### src/rtl/alu_issue.sv
// -----------------------------------------------------------------------------
// alu_issue -- two-stage issue/capture wrapper around an external
// combinational ALU.
//
// S1 (issue registers) drives alu_a/alu_b/alu_func toward the external ALU.
// S2 captures the ALU response (alu_y/alu_flags) into out_y/out_flags under a
// valid/ready handshake. The architectural flag register fr is loaded from
// the ALU flags when an op that requested it leaves S1.
//
// Optional feature macro: ALU_ISSUE_FWD_EN
//   When defined, in_fwd_a/in_fwd_b replace the corresponding operand with
//   the previous op's result. Without it those inputs are ignored.
//
// Widths come from DATA_W, ALU_FUNC_W and FR_FLAG_W (defaults below apply
// only when no definitions file has provided them).
//
// Ports:
//   clk, rst_n             clock, asynchronous active-low reset
//   in_valid / in_ready    upstream op handshake
//   in_a, in_b, in_func    operands and ALU function code
//   in_fr_we               op updates the flag register
//   in_fwd_a, in_fwd_b     operand forwarding selects
//   alu_a, alu_b, alu_func registered drive to the external ALU
//   alu_y, alu_flags       combinational ALU response
//   out_valid / out_ready  downstream handshake
//   out_y, out_flags       captured result and flags
//   fr                     architectural flag register
// -----------------------------------------------------------------------------
`ifndef DATA_W
`define DATA_W 16
`endif
`ifndef ALU_FUNC_W
`define ALU_FUNC_W 4
`endif
`ifndef FR_FLAG_W
`define FR_FLAG_W 4
`endif
`ifndef ALU_ADD
`define ALU_ADD 4'd0
`endif
`ifndef ALU_SUB
`define ALU_SUB 4'd1
`endif
`ifndef ALU_SLL
`define ALU_SLL 4'd2
`endif
`ifndef ALU_AND
`define ALU_AND 4'd3
`endif

module alu_issue (
    input  logic                   clk,
    input  logic                   rst_n,
    input  logic                   in_valid,
    output logic                   in_ready,
    input  logic [`DATA_W-1:0]     in_a,
    input  logic [`DATA_W-1:0]     in_b,
    input  logic [`ALU_FUNC_W-1:0] in_func,
    input  logic                   in_fr_we,
    input  logic                   in_fwd_a,
    input  logic                   in_fwd_b,
    output logic [`DATA_W-1:0]     alu_a,
    output logic [`DATA_W-1:0]     alu_b,
    output logic [`ALU_FUNC_W-1:0] alu_func,
    input  logic [`DATA_W-1:0]     alu_y,
    input  logic [`FR_FLAG_W-1:0]  alu_flags,
    output logic                   out_valid,
    input  logic                   out_ready,
    output logic [`DATA_W-1:0]     out_y,
    output logic [`FR_FLAG_W-1:0]  out_flags,
    output logic [`FR_FLAG_W-1:0]  fr
);

    // S1 state
    logic                   s1_valid_reg;
    logic                   s1_fr_we_reg;
    logic [`DATA_W-1:0]     alu_a_reg;
    logic [`DATA_W-1:0]     alu_b_reg;
    logic [`ALU_FUNC_W-1:0] alu_func_reg;

    // S2 state
    logic                   out_valid_reg;
    logic [`DATA_W-1:0]     out_y_reg;
    logic [`FR_FLAG_W-1:0]  out_flags_reg;
    logic [`FR_FLAG_W-1:0]  fr_reg;

    logic                   s1_adv;
    logic                   accept;
    logic [`DATA_W-1:0]     op_a;
    logic [`DATA_W-1:0]     op_b;

    // S1 moves into S2 whenever S2 is empty or is being drained this cycle.
    assign s1_adv   = s1_valid_reg && (!out_valid_reg || out_ready);
    // Independent of in_valid so upstream can wait on in_ready freely.
    assign in_ready = !s1_valid_reg || s1_adv;
    assign accept   = in_valid && in_ready;

`ifdef ALU_ISSUE_FWD_EN
    // Result of the most recent op that left S1 (mirrors out_y loads).
    logic [`DATA_W-1:0] last_y_reg;
    logic [`DATA_W-1:0] fwd_y;

    // If the previous op is still in S1 it is advancing this very cycle
    // (otherwise accept could not happen), so its result is on alu_y.
    assign fwd_y = s1_valid_reg ? alu_y : last_y_reg;
    assign op_a  = in_fwd_a ? fwd_y : in_a;
    assign op_b  = in_fwd_b ? fwd_y : in_b;

    always_ff @(posedge clk or negedge rst_n) begin
        if (!rst_n) begin
            last_y_reg <= '0;
        end else if (s1_adv) begin
            last_y_reg <= alu_y;
        end
    end
`else
    logic unused_fwd;
    assign unused_fwd = in_fwd_a | in_fwd_b;
    assign op_a       = in_a;
    assign op_b       = in_b;
`endif

    // S1: operand registers only change on accept, so the ALU inputs stay
    // quiet while idle or stalled.
    always_ff @(posedge clk or negedge rst_n) begin
        if (!rst_n) begin
            s1_valid_reg <= 1'b0;
            s1_fr_we_reg <= 1'b0;
            alu_a_reg    <= '0;
            alu_b_reg    <= '0;
            alu_func_reg <= '0;
        end else if (accept) begin
            s1_valid_reg <= 1'b1;
            s1_fr_we_reg <= in_fr_we;
            alu_a_reg    <= op_a;
            alu_b_reg    <= op_b;
            alu_func_reg <= in_func;
        end else if (s1_adv) begin
            s1_valid_reg <= 1'b0;
        end
    end

    // S2: capture ALU response on advance; clear once consumed.
    always_ff @(posedge clk or negedge rst_n) begin
        if (!rst_n) begin
            out_valid_reg <= 1'b0;
            out_y_reg     <= '0;
            out_flags_reg <= '0;
        end else if (s1_adv) begin
            out_valid_reg <= 1'b1;
            out_y_reg     <= alu_y;
            out_flags_reg <= alu_flags;
        end else if (out_ready) begin
            out_valid_reg <= 1'b0;
        end
    end

    // Architectural flags follow ops in issue order, at the S1->S2 transfer.
    always_ff @(posedge clk or negedge rst_n) begin
        if (!rst_n) begin
            fr_reg <= '0;
        end else if (s1_adv && s1_fr_we_reg) begin
            fr_reg <= alu_flags;
        end
    end

    assign alu_a     = alu_a_reg;
    assign alu_b     = alu_b_reg;
    assign alu_func  = alu_func_reg;
    assign out_valid = out_valid_reg;
    assign out_y     = out_y_reg;
    assign out_flags = out_flags_reg;
    assign fr        = fr_reg;

endmodule

### config.mk
export PLATFORM = sky130hd
export DESIGN_NAME = alu_issue
export DESIGN_NICKNAME = d
export VERILOG_FILES = /design/src/rtl/alu_issue.sv
export SDC_FILE = /design/constraint.sdc
export NUM_CORES = 1
export LEC_CHECK = 0
export CORE_UTILIZATION = 40
export CTS_BUF_LIST = sky130_fd_sc_hd__clkbuf_16
export CTS_CLUSTER_SIZE = 25
export DETAILED_ROUTE_END_ITERATION = 12
export PLACE_DENSITY = 0.77
export SYNTH_ARGS = -nofsm -noshare
export SYNTH_HDL_FRONTEND = slang
export SYNTH_SLANG_ARGS = --single-unit
### constraint.sdc
create_clock -name clk -period 1.8 [get_ports clk]
set_clock_uncertainty 0.15 [all_clocks]
set_input_delay 0.36 -clock clk [delete_from_list [all_inputs] [get_ports clk]]
set_output_delay 0.36 -clock clk [all_outputs]
set_load 0.02 [all_outputs]
==> run metrics <==
overflow left after global routing=0; clock slew at reported path FFs=50 ps; Leak=2.11 nW; number of antenna-violating nets in the routed design=0; hold-critical path depth=1; setup repair after global routing missed its margin=no; detailed-router iteration count before antenna repair=4; met3 Track Usage GR=0.0700; Hold/Removal Path Class=reg -> reg; number of synthesized register bits=63; Mapped Nets=200; via count=1607; number of antenna violations at the first check in global routing=0; DRT iter0 DRCs=37; Inserted Clock Buffers=9; Max stage delay on crit path=~600 ps; Post-CTS Setup Bufs=0; share of post-route cells with drive strength above 1=0.310; weighted congestion reported at the end of routability-driven placement=0.679; Area growth, synth to finish=66.2%; Req. time, crit path=~1300 ps; top post-synthesis cells by area=sky130_fd_sc_hd__dfrtp_1 (62%), sky130_fd_sc_hd__mux2_4 (20%), sky130_fd_sc_hd__mux2_2 (12%); met2 layer usage reported by global route=0.283; wire length of the first global-routing pass=8.67 mm; Core ar.=6030 sq um; pre-CTS worst setup slack=-333 ps; GRT Max-Usage Layer=met2; transition time at the pin with the least slew margin=329 ps; slack of the worst reg-to-reg path=approximately 280 ps; cell total after placement=335; cell type with the largest total area after synthesis=sky130_fd_sc_hd__dfrtp_1; cell with the largest stage delay on the worst path=sky130_fd_sc_hd__clkdlybuf4s50_1; H-Tree Level Count=3; starting density of the core=0.423; number of distinct library cells after synthesis=12; area enclosed by the die boundary=6690 sq um; total setup violations reported at the end of the flow=0; Bufs on Longest Clock Path=2; depth of the worst register-to-register path=3; f_max=between 500 and 600 MHz; Max Slew Vio Count=0; average vias per placed instance=around 4.6; Mean Syn Cell Area=approximately 19 sq um; final hold vios=0; critical-path cell list=clkdlybuf4s50_1; cell count after synthesis=137; floorplan die height=81.8 microns; horizontal extent of the die=81.8 microns; final critical path time including I/O delays and setup=1760 ps; Post-Layout Cell Count=352; Routed Wire Length=5.70 mm; remaining design rule violation count=0; number of gates on the worst path with buffers counted=1; max-capacitance violation count=0; synthesized cell area=2550 sq um; Arr. time, crit path=approximately 1300 ps; CP startpoint kind=flip-flop; leading cell types in the layout, fill and taps excluded=sky130_fd_sc_hd__clkdlybuf4s50_1 (64), sky130_fd_sc_hd__dfrtp_1 (63), sky130_fd_sc_hd__mux2_4 (34), sky130_fd_sc_hd__dlygate4sd2_1 (33), sky130_fd_sc_hd__mux2_2 (27); via count of the first global-routing pass=approximately 1700; post-route clock period utilization=0.980; post-route setup slack=about 37 ps; GR Util All Layers=0.183; Final nets=335; total clock sinks=63; critical path buffer and inverter count=1; Setup Total Neg Slack=0 ps; clock latency on the worst-skew pair=320 ps; Yosys top cell area share=0.619; headroom to the max-slew limit=0.780; Worst path top cell family by delay=buffers and inverters; Worst VDD drop=between 700 and 800 uV; CTS tree=built; met1 track utilization from global routing=0.224; largest net degree at the start of global routing=64; power density relative to cell area=1140 nW/um^2; clock tree root buffer cell=sky130_fd_sc_hd__clkbuf_16; standard-cell row count=28; count of warnings emitted by yosys=0; critical path fanouts, max=2; result of the run=finished, final reports clean; antenna cell count=0; share of the yosys chip area belonging to registers=0.619; Core Util, Final=0.702; per-cell routed wire length=around 16 microns; capturing element type of the critical path=output port; leading cell type in the layout, fill and taps excluded=sky130_fd_sc_hd__clkdlybuf4s50_1; number of placed I/O pins=125; half-perimeter wire length after detailed placement=3.95 mm; class of the most critical setup path=reg -> out; IO Port Bufs=122
[final cells by class]
cell class,count,area [sq um]
Timing Repair Buffer,130,1370
Sequential cell,63,1580
Clock buffer,9,225
Multi-Input combinational cell,68,885
Fill cell,430,1790
Tap cell,75,93.8
Clock inverter,7,87.6
[cell usage after synthesis (all sizes together)]
master,n
dfrtp,63
mux2,61
buf,6
nand2,2
nand2b,2
and3,1
nand3b,1
or2b,1
[cells by family after synthesis]
kind of cell  count (synthesis)  share of synthesized area
mux                          61                      0.320
buf+inv                       6                     0.0339
flops                        63                      0.619
simple gates                  7                     0.0275
[routing by layer]
layer,routed length [microns],up-vias
met4,74,0
li1,-,753
met2,2840,69
met1,2290,777
met3,499,8
met5,0,-
[repair_timing]
| action | 4_1_cts | 5_1_grt |
|---|---|---|
| hold endpoints to repair | 63 | 0 |
| gates resized for setup | 37 | 23 |
| endpoints found under the setup margin | 34 | 23 |
| hold buffers | 1 | 0 |
| cloned | 0 | 0 |
[per-stage QoR]
step / hold WS [ps] / instance area, sq um / total power, W
detailed placement: 252 / 3900 / 0.00318
global placement: 245 / 3900 / 0.00315
CTS: 349 / 4180 / 0.00492
global route: 363 / 4230 / 0.00504
finish: 345 / 4230 / 0.00483
floorplan: -85.6 / 2550 / 0.00247
[power breakdown]
group          switching (W)  internal, W  total, W
Sequential          0.000122      0.00165   0.00177
Combinational       0.000563     0.000705   0.00127
Clock               0.000595      0.00120   0.00179
Total                0.00128      0.00355   0.00483
[path summary, 6_finish.rpt]
path	from	endpoint
hold / removal	alu_a[6]$_DFFE_PN0P_	alu_a[6]$_DFFE_PN0P_
hold reg to reg	alu_a[6]$_DFFE_PN0P_	alu_a[6]$_DFFE_PN0P_
max in group asynchronous	rst_n	out_y[11]$_DFFE_PN0P_
setup / recovery	out_y[6]$_DFFE_PN0P_	out_y[6]
setup reg to reg	out_valid$_DFFE_PN0P_	fr[0]$_DFFE_PN0P_
min in group asynchronous	rst_n	alu_a[8]$_DFFE_PN0P_
(Power assumes the default switching activity.)
